$ cat config.mk
export PLATFORM = sky130hd
export DESIGN_NAME = ucsbece154b_branch_predictor
export DESIGN_NICKNAME = d
export VERILOG_FILES = /design/src/rtl/ucsbece154b_branch_predictor.sv
export SDC_FILE = /design/constraint.sdc
export NUM_CORES = 2
export LEC_CHECK = 0
export BUFFER_PORTS_ARGS = -buffer_cell sky130_fd_sc_hd__buf_2
export CELL_PAD_IN_SITES_DETAIL_PLACEMENT = 1
export CELL_PAD_IN_SITES_GLOBAL_PLACEMENT = 2
export CORE_MARGIN = 2
export CORE_UTILIZATION = 40
export CTS_CLUSTER_DIAMETER = 150
export CTS_CLUSTER_SIZE = 8
export DETAILED_ROUTE_END_ITERATION = 7
export HOLD_SLACK_MARGIN = 0.12
export PLACE_DENSITY = 0.67
export SLEW_MARGIN = 20
export SYNTH_ARGS = -nofsm -noshare
export SYNTH_HDL_FRONTEND = slang
export SYNTH_SLANG_ARGS = --single-unit
export TNS_END_PERCENT = 30
$ cat constraint.sdc
create_clock -name clk -period 4.23 [get_ports clk]
set_input_delay 0.423 -clock clk [delete_from_list [all_inputs] [get_ports clk]]
set_output_delay 0.423 -clock clk [all_outputs]
set_load 0.01 [all_outputs]
$ cat src/rtl/ucsbece154b_branch_predictor.sv
// Gshare direction predictor with a direct-mapped BTB.
// Fetch lookup is combinational; Execute feeds resolved outcomes back.
module ucsbece154b_branch_predictor #(
    parameter int NUM_BTB_ENTRIES = 32,
    parameter int NUM_GHR_BITS    = 5
) (
    input  logic                    clk,
    input  logic                    reset,
    input  logic [31:0]             PCF_i,
    output logic                    BranchTakenF_o,
    output logic [31:0]             BTBtargetF_o,
    output logic [NUM_GHR_BITS-1:0] PHTindexF_o,
    input  logic                    BranchE_i,
    input  logic                    JumpE_i,
    input  logic                    BranchTakenE_i,
    input  logic [31:0]             PCE_i,
    input  logic [31:0]             TargetE_i,
    input  logic [NUM_GHR_BITS-1:0] PHTindexE_i
);

    localparam int IDX  = $clog2(NUM_BTB_ENTRIES);
    localparam int TAGW = 30 - IDX;
    localparam int PHTN = 1 << NUM_GHR_BITS;

    logic [NUM_BTB_ENTRIES-1:0] valid_q, valid_d;
    logic [NUM_BTB_ENTRIES-1:0] is_jump_q, is_jump_d;
    logic [NUM_BTB_ENTRIES-1:0] is_branch_q, is_branch_d;
    logic [TAGW-1:0]            tag_q    [NUM_BTB_ENTRIES];
    logic [TAGW-1:0]            tag_d    [NUM_BTB_ENTRIES];
    logic [31:0]                target_q [NUM_BTB_ENTRIES];
    logic [31:0]                target_d [NUM_BTB_ENTRIES];
    logic [1:0]                 pht_q    [PHTN];
    logic [1:0]                 pht_d    [PHTN];
    logic [NUM_GHR_BITS-1:0]    ghr_q, ghr_d;

    logic [IDX-1:0]          f_idx, e_idx;
    logic [TAGW-1:0]         f_tag, e_tag;
    logic [NUM_GHR_BITS-1:0] f_pht_idx;
    logic [1:0]              f_ctr, e_ctr;
    logic                    f_hit, f_taken;
    logic                    unused_pc_bits;

    assign unused_pc_bits = ^{PCF_i[1:0], PCE_i[1:0]};

    assign f_idx = PCF_i[IDX+1:2];
    assign f_tag = PCF_i[31:IDX+2];
    assign e_idx = PCE_i[IDX+1:2];
    assign e_tag = PCE_i[31:IDX+2];

    // Lookup reads only the _q state, so same-cycle updates stay invisible.
    always_comb begin
        f_pht_idx      = PCF_i[NUM_GHR_BITS+1:2] ^ ghr_q;
        f_hit          = valid_q[f_idx] && (tag_q[f_idx] == f_tag);
        f_ctr          = pht_q[f_pht_idx];
        f_taken        = f_hit && (is_jump_q[f_idx]
                         || (is_branch_q[f_idx] && f_ctr[1]));
        BranchTakenF_o = reset && f_taken;
        BTBtargetF_o   = (reset && f_hit) ? target_q[f_idx] : '0;
        PHTindexF_o    = f_pht_idx;
    end

    always_comb begin
        valid_d     = valid_q;
        is_jump_d   = is_jump_q;
        is_branch_d = is_branch_q;
        tag_d       = tag_q;
        target_d    = target_q;
        pht_d       = pht_q;
        ghr_d       = ghr_q;
        e_ctr       = pht_q[PHTindexE_i];
        if (BranchE_i || JumpE_i) begin
            valid_d[e_idx]     = 1'b1;
            tag_d[e_idx]       = e_tag;
            target_d[e_idx]    = TargetE_i;
            is_jump_d[e_idx]   = JumpE_i;
            is_branch_d[e_idx] = BranchE_i;
        end
        if (BranchE_i) begin
            if (BranchTakenE_i) begin
                if (e_ctr != 2'b11)
                    pht_d[PHTindexE_i] = e_ctr + 2'd1;
            end else if (e_ctr != 2'b00) begin
                pht_d[PHTindexE_i] = e_ctr - 2'd1;
            end
            ghr_d = {ghr_q[NUM_GHR_BITS-2:0], BranchTakenE_i};
        end
    end

    always_ff @(posedge clk or negedge reset) begin
        if (!reset) begin
            valid_q     <= '0;
            is_jump_q   <= '0;
            is_branch_q <= '0;
            ghr_q       <= '0;
            for (int i = 0; i < PHTN; i++)
                pht_q[i] <= 2'b01;
        end else begin
            valid_q     <= valid_d;
            is_jump_q   <= is_jump_d;
            is_branch_q <= is_branch_d;
            ghr_q       <= ghr_d;
            pht_q       <= pht_d;
        end
    end

    // Tag/target need no reset: entries are ignored until valid is set.
    always_ff @(posedge clk) begin
        tag_q    <= tag_d;
        target_q <= target_d;
    end

endmodule

; ---- Word level (Yosys, flattened, before mapping)
; Cells that the tools add are included.
[op_classes]
add_sub_neg = 2
bitwise = 6
mux = 36
order_cmp = 9
n_eq_ne = 3
reduce_logical = 13
[ops]
columns = cell, count
row1 = $bwmux 1024, 1
row2 = $bwmux 800, 1
row3 = $mux 64, 3
row4 = $bmux 32 s5, 1
row5 = $demux 32 s5, 1
row6 = $bwmux 64, 2
row7 = $mux 32, 4
row8 = $bmux 25 s5, 1
row9 = $demux 25 s5, 1
row10 = $mux 25, 3
row11 = $bwmux 32, 2
row12 = $or 32x32->32, 1
row13 = $eq 25x25->1, 1
row14 = $ge 6x6->1 const B, 4
row15 = $not 5->6, 4
row16 = $bmux 2 s5, 2
row17 = $bmux 1 s5, 3
row18 = $lt 5x6->1 const B, 2
row19 = $lt 6x1->1 const B, 2
row20 = $demux 2 s5, 1
row21 = $mux 2, 5
row22 = $logic_and 1x1->1, 8
row23 = $demux 1 s5, 1
row24 = $ge 5x1->1 const B, 1
row25 = 9 further kinds, 14
[totals]
output_inout_bits = 38
register_bits = 1989
input_bits = 106

; ---- Depth between registers and ports, before layout
[logic_depth]
depth_word = 9
mapped_depth = 16
ltp_nobuf = 13

; ---- Worst setup path before layout
; OpenSTA, ideal clock, no wires.
[synth_timing]
path_kind = in2reg
from = input BranchE_i
to = register is_branch_q[10]
stages = 5
slack_ns = 0.034
n_path_buf = 1
arrival_time_ns = 4.069
t_required_ns = 4.103
path_cell_list = nor2_1 or3b_2 clkbuf_1 nor2_1 mux2_2
[synth_between]
elab_chain_cells = 1
[synth_lines]
columns = item, line
row1 = start: declaration, 13  ; input logic BranchE_i,
row2 = $bwmux 32 or $logic_or 1x1->1 (tied branches), "76, 71"
row3 = end signal: assignment, 100  ; is_branch_q <= is_branch_d;
row4 = end: declaration, 27  ; logic [NUM_BTB_ENTRIES-1:0] is_branch_q, is_branch_d;
; Parallel ways exist; a longest one is shown, timed or not.
; A chain may end at the register's enable or synchronous reset.

; ---- Final worst setup path
[layout_timing]
from = register tag_q[729] (netlist name)
to = output BTBtargetF_o[25]
[layout_between]
elab_chain_cells = 7
[layout_lines]
columns = item, line
row1 = start: declaration, 28  ; logic [TAGW-1:0] tag_q [NUM_BTB_ENTRIES];
row2 = start signal: assignment, 108  ; tag_q <= tag_d;
row3 = $bmux 25 s5, 53  ; f_hit = valid_q[f_idx] && (tag_q[f_idx] == f_tag);
row4 = $mux 25 (not written as such) (2 in a row), 53
row5 = $eq 25x25->1, 53
row6 = $logic_and 1x1->1, 53
row7 = $logic_and 1x1->1, 58  ; BTBtargetF_o = (reset && f_hit) ? target_q[f_idx] : '0;
row8 = $mux 32, 58
row9 = end: declaration, 11  ; output logic [31:0] BTBtargetF_o,
; No other way between the ends. The select of a mux whose other input is x is not followed.

==> metrics.txt <==
Hold Violations, Final=0; leakage=roughly 31 nW; Max Transition Viols Final=0; total wire length=227,000 µm; R2R depth=11; fraction of registers with async set/reset=8.30%; Final ANT Viol Nets=0; pre-CTS setup slack=-0.480 ns; H-tree depth=5; sequential area share after synthesis=75.4%; CTS clock-pin slew for the worst setup and hold paths=around 0.06 ns; Worst Path Max Fanout=8; DRT iter0 DRCs=4,345; relative slew slack=28.8%; area leader, netlist=edfxtp_1; Yosys top cell area share=70.0%; status=finished with violations; slowest stage delay, CP=roughly 0.53 ns; Inserted Clock Buffers=298; CTS Root Cell=clkbuf_16; crit path launch=tag_q[729]$_DFFE_PP_; vias in the first global route=42,439; CTS Buffer Depth=4; Worst Clk Skew=0.0301 ns; routed vias/inst=a little under 6; DR vias=39,671; GPL Wtd Cong=about 0.77; synthesized cell area=just under 0.08 mm²; WP buf/inv=4; I/O Pins=144; Max Freq=217 MHz; PD cells=501 mW/mm²; Die ar.=0.199 mm²; grt ovf=0; Hold Path Class=in2async; Mapped Nets=3,727; global-route wire length before repair=323,000 µm; largest net degree at the start of global routing=approximately 130; layout cells sized above 1=34.8%; worst-skew pair later-pin latency=0.91 ns; row count=162; die height=446 µm; peak supply drop=about 0.5 mV; Gate Count Post-Synth=3,619; initial core utilization=about two fifths; Die Wd=between 400 and 500 µm; r2r setup slk=0.78 ns; Worst EP required=3.81 ns; Area growth syn-to-layout=19.3%; Crit path max-delay family=buffers and inverters; CP max-delay cell=or4_4; Wirelength per Cell=around 33 µm; Synth area leaders=edfxtp_1 (70%), mux4_2 (15%), dfrtp_1 (4.3%); DRC Markers=0; initial antenna violation count=22; Post-synth EDFFs=1,824; endpoints failing setup=33; GRT Total Usage=23.1%; kind of critical path=reg2out; average size of a mapped cell=21.6 µm²; violated checks=setup timing; crit path cell chain=mux4_2, mux2i_2, o31ai_2, or4_4, a2111oi_4, buf_4, nand4_4, buf_12, buf_12, a2111oi_4, buf_2; I/O Buffers=139; crit share post-route=109%; fin nets=4,306; crit path time final=roughly 4.6 ns; Synth cell types=a little under 70; CP Data Arrival Time=4.19 ns; CTS Sinks=a little under 2,000; HPWL Detailed=125,000 µm; final setup margin=-0.388 ns; TritonRoute pass-1 iters=6; #FFs+latches synth=1,989; Synth warnings=0; crit start category=flip-flop; Core ar.=0.195 mm²; setup TNS=-9.67 ns; CP endpoint kind=output pin; Slew @ Worst Pin=1.07 ns; total power=46.8 mW; setup repair after global routing missed its margin=true; Primary FF master, synth=edfxtp_1; Max Cap Violations=0; CTS tree=built
## routing by layer
metal / wire length, µm / up-vias / GRT usage, % / share of wire [%]
li1: - / 16182 / - / -
met1: 94700 / 21720 / 31.2 / 42
met2: 113000 / 1361 / 38.3 / 50
met3: 13400 / 396 / 4.14 / 5.9
met4: 6270 / 12 / 6.83 / 2.8
met5: 71 / - / 0 / 0.031
## Yosys cell counts (all sizes together), types with 33 or more instances
cell / number
a2111oi: 35
a21oi: 39
a22oi: 53
buf: 136
clkbuf: 59
dfrtp: 133
edfxtp: 1824
mux2: 90
mux2i: 149
mux4: 510
nand2: 166
nor2: 88
or2: 33
## through the flow
| step | hold slack [ns] | cell area (µm²) | utilization [%] | instances |
|---|---|---|---|---|
| final | 0.213 | 93300 | 48.0 | 6798 |
| after global routing | 0.203 | 93300 | 48.0 | 6797 |
| after CTS | 0.161 | 93300 | 47.9 | 6788 |
| after detailed placement | 0.378 | 84100 | 43.2 | 6358 |
| after global placement | 0.382 | 84100 | 43.2 | 6358 |
| after floorplan | 0.127 | 78200 | - | 3619 |
## placed cells by master, fill, tap and decap left out, types with 14 or more instances in the layout
cell type / instances
edfxtp_1: 1824
mux4_2: 508
clkbuf_16: 304
buf_4: 183
nand2_1: 166
mux2i_1: 148
dfrtp_1: 133
buf_2: 126
mux2_2: 90
buf_12: 78
dlygate4sd3_1: 69
nor2_1: 67
a22oi_1: 53
clkbuf_1: 42
a21oi_1: 39
a2111oi_4: 34
or2_2: 33
dfstp_2: 32
o22ai_1: 29
nor2_4: 20
nand2b_1: 20
nand3_1: 17
xor2_1: 17
buf_6: 14
## kinds of logic after synthesis
group	synth area share, %
AO/OA/AOI/OAI	2.30
XOR/XNOR	0.334
adder cells (fa/ha/maj)	0.0320
buffers and inverters	1.47
flip-flops	75.4
multiplexers	17.9
AND/OR/NAND/NOR	2.61
## worst register-to-register path, stage by stage (launching register included)
cell	delay [ns]
dfstp_2	0.53
mux4_2	0.24
o22ai_1	0.12
or4_1	0.57
ha_1	0.21
mux2i_1	0.22
nand2_1	0.11
nor3_1	0.24
buf_4	0.20
nand3_1	0.16
dlygate4sd3_1	0.62
o21ai_0	0.15
## report_power, final
group	total [mW]	internal, mW	switching (mW)
Clock	20.6	12.7	7.96
Combinational	3.45	1.57	1.89
Sequential	22.7	22.3	0.328
Total	46.8	36.6	10.2
## worst max path at each step
stage	slack, ns	end	cells past startpoint
finish	-0.39	BTBtargetF_o[25]	11
CTS	-0.45	BTBtargetF_o[14]	11
global route	-0.52	BTBtargetF_o[14]	10
global placement	-0.34	BranchTakenF_o	14
floorplan	0.03	is_branch_q[10]$_DFFE_PN0P_	5
detailed placement	-0.48	BranchTakenF_o	14
## flip-flops by register name (all words and copies together) (netlist names), named ones only
name / flops
is_branch_q: 32
is_jump_q: 32
tag_q: 800
pht_q: 32
target_q: 1024
valid_q: 32
ghr_q: 5
## layout make-up
type	instances	area (µm²)
diodes	5	12.5
inverters	17	100
clock buffers	346	7760
fillers	17419	101000
repair buffers	474	4470
well taps	2542	3180
clock inverters	7	65.1
multi-input cells	1418	18800
flip-flops and latches	1989	58900
## what timing repair did
item / CTS / global route
resized for setup: 66 / 10
setup buffers: 6 / 8
hold buffers: 69 / 0
gates cloned: 2 / 0
endpoints found under the setup margin: 33 / 33
pin swaps: 37 / 12
endpoints found under the hold margin: 1894 / 0
Note: power is estimated with default switching activity, not from simulation.
